--- src/rtl/service_window_if.sv ---
// Dispatcher <-> service window bus: load request toward the window, status back.
interface service_window_if #(
  parameter int NUM_W  = 4,
  parameter int TIME_W = 4,
  parameter int CNT_W  = 8
);
  logic              ld_in;
  logic [NUM_W-1:0]  dn_in;
  logic [TIME_W-1:0] dt_in;
  logic              tick_in;
  logic              busy_out;
  logic [NUM_W-1:0]  cur_num_out;
  logic [TIME_W-1:0] remain_out;
  logic              done_out;
  logic [CNT_W-1:0]  served_cnt_out;
  logic              overrun_out;

  modport master (
    output ld_in, dn_in, dt_in, tick_in,
    input  busy_out, cur_num_out, remain_out, done_out, served_cnt_out, overrun_out
  );
  modport slave (
    input  ld_in, dn_in, dt_in, tick_in,
    output busy_out, cur_num_out, remain_out, done_out, served_cnt_out, overrun_out
  );
endinterface

--- src/rtl/service_window.sv ---
// Single service window: loads a ticket, counts down service ticks, pulses done.
// Optional statistics (served counter, overrun flag) under SERVICE_WINDOW_STATS_EN.
module service_window #(
  parameter int NUM_W  = 4,
  parameter int TIME_W = 4,
  parameter int CNT_W  = 8
) (
  input logic             clk,
  input logic             rst,
  service_window_if.slave bus
);
  typedef enum logic [1:0] {IDLE, SERVE, RELEASE} state_e;

  state_e            state_q;
  logic              busy_q;
  logic              done_q;
  logic [NUM_W-1:0]  cur_num_q;
  logic [TIME_W-1:0] remain_q;
  logic [CNT_W-1:0]  served_cnt_q;
  logic              overrun_q;

  always_ff @(posedge clk) begin
    if (rst) begin
      state_q      <= IDLE;
      busy_q       <= 1'b0;
      done_q       <= 1'b0;
      cur_num_q    <= '0;
      remain_q     <= '0;
      served_cnt_q <= '0;
      overrun_q    <= 1'b0;
    end else begin
      done_q <= 1'b0;
      case (state_q)
        IDLE: begin
          if (bus.ld_in) begin
            state_q   <= SERVE;
            busy_q    <= 1'b1;
            cur_num_q <= bus.dn_in;
            // zero service time still occupies the window for one tick
            remain_q  <= (bus.dt_in == '0) ? TIME_W'(1) : bus.dt_in;
          end
        end
        SERVE: begin
          if (bus.tick_in) begin
            if (remain_q <= TIME_W'(1)) begin
              remain_q <= '0;
              state_q  <= RELEASE;
              done_q   <= 1'b1;
            end else begin
              remain_q <= remain_q - TIME_W'(1);
            end
          end
`ifdef SERVICE_WINDOW_STATS_EN
          if (bus.ld_in) overrun_q <= 1'b1;
`endif
        end
        RELEASE: begin
          state_q <= IDLE;
          busy_q  <= 1'b0;
`ifdef SERVICE_WINDOW_STATS_EN
          if (served_cnt_q != '1) served_cnt_q <= served_cnt_q + CNT_W'(1);
          if (bus.ld_in) overrun_q <= 1'b1;
`endif
        end
        default: begin
          state_q <= IDLE;
          busy_q  <= 1'b0;
        end
      endcase
    end
  end

  assign bus.busy_out       = busy_q;
  assign bus.done_out       = done_q;
  assign bus.cur_num_out    = cur_num_q;
  assign bus.remain_out     = remain_q;
  assign bus.served_cnt_out = served_cnt_q;
  assign bus.overrun_out    = overrun_q;
endmodule

--- src/flat_wrapper.sv ---
// flat-port wrapper written by rule: the top's interface ports become plain ports
module service_window_flat 
#(
  parameter int NUM_W  = 4,
  parameter int TIME_W = 4,
  parameter int CNT_W  = 8
)
  (clk, rst, bus_ld_in, bus_dn_in, bus_dt_in, bus_tick_in, bus_busy_out, bus_cur_num_out, bus_remain_out, bus_done_out, bus_served_cnt_out, bus_overrun_out);
  service_window_if #(.NUM_W(NUM_W), .TIME_W(TIME_W), .CNT_W(CNT_W)) bus_i ();
  input logic clk;
  input logic rst;
  input wire logic [$bits(bus_i.ld_in)-1:0] bus_ld_in;
  input wire logic [$bits(bus_i.dn_in)-1:0] bus_dn_in;
  input wire logic [$bits(bus_i.dt_in)-1:0] bus_dt_in;
  input wire logic [$bits(bus_i.tick_in)-1:0] bus_tick_in;
  output wire logic [$bits(bus_i.busy_out)-1:0] bus_busy_out;
  output wire logic [$bits(bus_i.cur_num_out)-1:0] bus_cur_num_out;
  output wire logic [$bits(bus_i.remain_out)-1:0] bus_remain_out;
  output wire logic [$bits(bus_i.done_out)-1:0] bus_done_out;
  output wire logic [$bits(bus_i.served_cnt_out)-1:0] bus_served_cnt_out;
  output wire logic [$bits(bus_i.overrun_out)-1:0] bus_overrun_out;
  assign bus_i.ld_in = bus_ld_in;
  assign bus_i.dn_in = bus_dn_in;
  assign bus_i.dt_in = bus_dt_in;
  assign bus_i.tick_in = bus_tick_in;
  assign bus_busy_out = bus_i.busy_out;
  assign bus_cur_num_out = bus_i.cur_num_out;
  assign bus_remain_out = bus_i.remain_out;
  assign bus_done_out = bus_i.done_out;
  assign bus_served_cnt_out = bus_i.served_cnt_out;
  assign bus_overrun_out = bus_i.overrun_out;
  service_window #(.NUM_W(NUM_W), .TIME_W(TIME_W), .CNT_W(CNT_W)) u_core (.clk(clk), .rst(rst), .bus(bus_i));
endmodule
--- config.mk ---
export PLATFORM = sky130hd
export DESIGN_NAME = service_window_flat
export DESIGN_NICKNAME = d
export VERILOG_FILES = /design/src/rtl/service_window_if.sv /design/src/rtl/service_window.sv /design/src/flat_wrapper.sv
export SDC_FILE = /design/constraint.sdc
export NUM_CORES = 1
export LEC_CHECK = 0
export ABC_CLOCK_PERIOD_IN_PS = 2310
export CORE_MARGIN = 3
export CORE_UTILIZATION = 42
export DETAILED_ROUTE_END_ITERATION = 10
export PLACE_DENSITY = 0.91
export SYNTH_ARGS = -nofsm -noshare
export SYNTH_HDL_FRONTEND = slang
export SYNTH_SLANG_ARGS = --single-unit
--- constraint.sdc ---
create_clock -name clk -period 2.31 [get_ports clk]
set_input_delay 0.462 -clock clk [delete_from_list [all_inputs] [get_ports clk]]
set_output_delay 0.462 -clock clk [all_outputs]
set_load 0.01 [all_outputs]
==> flow_summary.yaml <==
floorplan:
  coreArea_mm2: 0.00138
  dieArea_mm2: 0.00208
  die_h_um: 45.7
  fp-row-count: 13
  top_level_ports: 31
  die_w_um: 45.7
  start_util_pct: 47.8
synth:
  netlist_area_um2: 661
  ys_types: 24
  synth_top_cell_by_area: "dfxtp_1"
  yosys-top-cells-area: "dfxtp_1 (36%), buf_4 (10%), a21oi_1 (4.5%), nor2_1 (4.5%), a311oi_1 (4.0%)"
  synth_xor_area_share_pct: 1.33
  synth_top_area_share_pct: 36.4
  synth_edf_count: 0
  ys_seq_area_share_pct: 36.4
  synth_fa_ha_area_share_pct: 3.79
  synth_area_per_cell_um2: 8.36
  syn_inst: 79
  synth_simple_gate_area_share_pct: 20.3
  synth_ff_type: "dfxtp_1"
  synth_top_family_by_area: "compound AO/OA/AOI/OAI gates"
  synth.area.mux_share_pct: 0
  synth_compound_area_share_pct: 22.3
  synth-async-reset-ratio_pct: 0
  yosys_warnings: 0
  ys_ff_latch: 12
power_and_ir_drop:
  netSwitchingFraction_pct: 31.5
  power.switching_mw: 0.193
  pwr-share-seq_pct: 41.1
  ir_drop_uv: 331
  power_frac_clock_pct: 27.8
  powerDensity_mw_per_mm2: 706
  power_leakage_nw: 0.336
  combinationalPowerShare_pct: 31.1
  p_int_mw: 0.421
timing:
  hold_violations: 0
  min_period_ns: 1.74
  max_freq_ghz: 0.574
  worstMarginPinSlew_ns: 0.493
  layout_worst_path_cycle_share_pct: 75.5
  hold_ws_ns: 0.460
  relSlewSlack_pct: 66.9
  fin_skew_ns: 0.00779
  finalMaxSlewViolations: 0
  tns_ns: 0
  setup_violations: 0
  rsz0062_at_grt: "no"
min_path:
  hp-class: "register to register"
clock_tree:
  holdBufCountCts: 0
  clkSinkCount: 12
  insertion_delay_ns: 0.28
  cts_made_buffers: 3
  cts-resized-gates: 0
  cts_tree: "yes"
  cts_setup_buffers: 0
  h-tree-depth: 1
  clockBufferDepth: 2
  cts_root_buf: "clkbuf_4"
  clk_pin_slew_worst_paths_ns: 0.08
routing:
  first_iter_violations: 7
  first_pass_iters: 4
  wl_per_cell_um: 12.1
  viasPerCell: 4.91
  drcViolationCount: 0
  wirelength_um: 1400
  num_vias: 565
  ant_nets: 0
global_routing:
  grt_overflow: 0
  grt_antenna_before_repair: 0
  grt_max_degree: 13
  grt_pass1_wl_um: 2260
  grt_pass1_vias: 539
  grt.total_usage_pct: 15.4
placement:
  place.gp.congestion: 0.903
  dp_cells: 111
  dp_hpwl_um: 1040
  io_buffers: 21
worst_setup_path:
  required_ns: 1.85
  cpPeakStageDelay_ns: 0.58
  cp_max_fo: 6
  cp-start-kind: "register"
  cp_slowest_cell: "clkdlybuf4s50_1"
  worst_setup_path_end_kind: "primary output"
  critPathKind: "register to primary output"
  r2r_slack_ns: 0.70
  path_cells: "clkdlybuf4s50_1"
  arrival_ns: 1.28
  crit_family: "buffers and inverters"
  critPathBufInv: 1
finish:
  finalNonFillerCells: 115
  diodes: 0
  drive_above_1_share_pct: 9.00
  finalCoreUtilization_pct: 62.9
  nets: 115
  syn2layout_area_growth_pct: 31.6
job:
  drv_cap: 0
outcome:
  status: "complete, no violations"
layout by cell type, fill, tap and decap left out, types with 2 or more instances in the layout:
master | synthesis | layout
a21oi_1 | 6 | 6
a311oi_1 | 3 | 3
clkbuf_4 | 0 | 3
clkdlybuf4s50_1 | 0 | 21
conb_1 | 1 | 9
dfxtp_1 | 12 | 12
ha_1 | 2 | 2
inv_1 | 4 | 4
nand2_1 | 6 | 6
nand2b_1 | 2 | 2
nor2_1 | 8 | 8
nor3_1 | 5 | 5
nor4b_1 | 2 | 2
o21a_1 | 3 | 3
o21ai_0 | 5 | 5
synthesized netlist by cell type, drive strengths merged (2+ instances only):
library cell / instances
clkbuf: 2
nand2b: 3
o21ai: 6
a21oi: 7
a311oi: 4
nor2: 9
nor3: 5
o21a: 3
ha: 2
buf: 10
nor4b: 2
inv: 4
dfxtp: 12
nand2: 6
worst paths after layout:
kind / startpoint / to / depth (start not counted)
worst max-delay path: u_core.bus.remain_out[0] / bus_remain_out[0] / 1
worst min-delay path: u_core.bus.busy_out / u_core.bus.busy_out / 2
worst max register to register: u_core.bus.remain_out[0] / u_core.bus.remain_out[0] / 5
worst min register to register: u_core.bus.busy_out / u_core.bus.busy_out / 2
power by group through the flow:
stage / sequential, mW / clock (mW) / combinational [mW]
floorplan: 0.260 / 0 / 0.125
global placement: 0.257 / 0 / 0.188
detailed placement: 0.257 / 0 / 0.191
CTS: 0.252 / 0.174 / 0.192
global route: 0.256 / 0.179 / 0.215
finish: 0.252 / 0.171 / 0.191
cell families (layout without fill, tap and decap cells):
logic type,after synthesis,after routing
AND/OR/NAND/NOR,26,26
AO/OA/AOI/OAI,21,21
buffers and inverters,16,29
flip-flops,12,12
adder cells (fa/ha/maj),2,2
other,1,9
XOR/XNOR,1,1
layout make-up:
class / instances / area, um2
Tap cell: 15 / 18.8
Timing Repair Buffer: 21 / 210
Multi-Input combinational cell: 59 / 349
Clock buffer: 4 / 36.3
Fill cell: 126 / 513
Sequential cell: 12 / 240
Inverter: 4 / 15.0
routing by layer:
layer	share of wire, %	global-route usage, %	vias to the layer above	wire [um]
met3	10	7.51	5	139
met4	1.6	7.02	0	23
li1	-	-	292	-
met2	46	24.0	28	643
met1	42	17.7	240	588
met5	0	0	-	0
state kept, by name (all words and copies together) (netlist names):
register                count
u_core.bus.cur_num_out      4
u_core.state_q              2
u_core.bus.done_out         1
u_core.bus.remain_out       4
u_core.bus.busy_out         1
per-stage QoR:
step	worst slack, ns	area, um2	total power, mW
2_1_floorplan	0.859	691	0.384
3_3_place_gp	0.582	833	0.444
3_5_place_dp	0.560	833	0.448
4_1_cts	0.558	870	0.618
5_1_grt	0.515	870	0.650
6_report	0.567	870	0.614
Note: power is estimated with default switching activity, not from simulation.
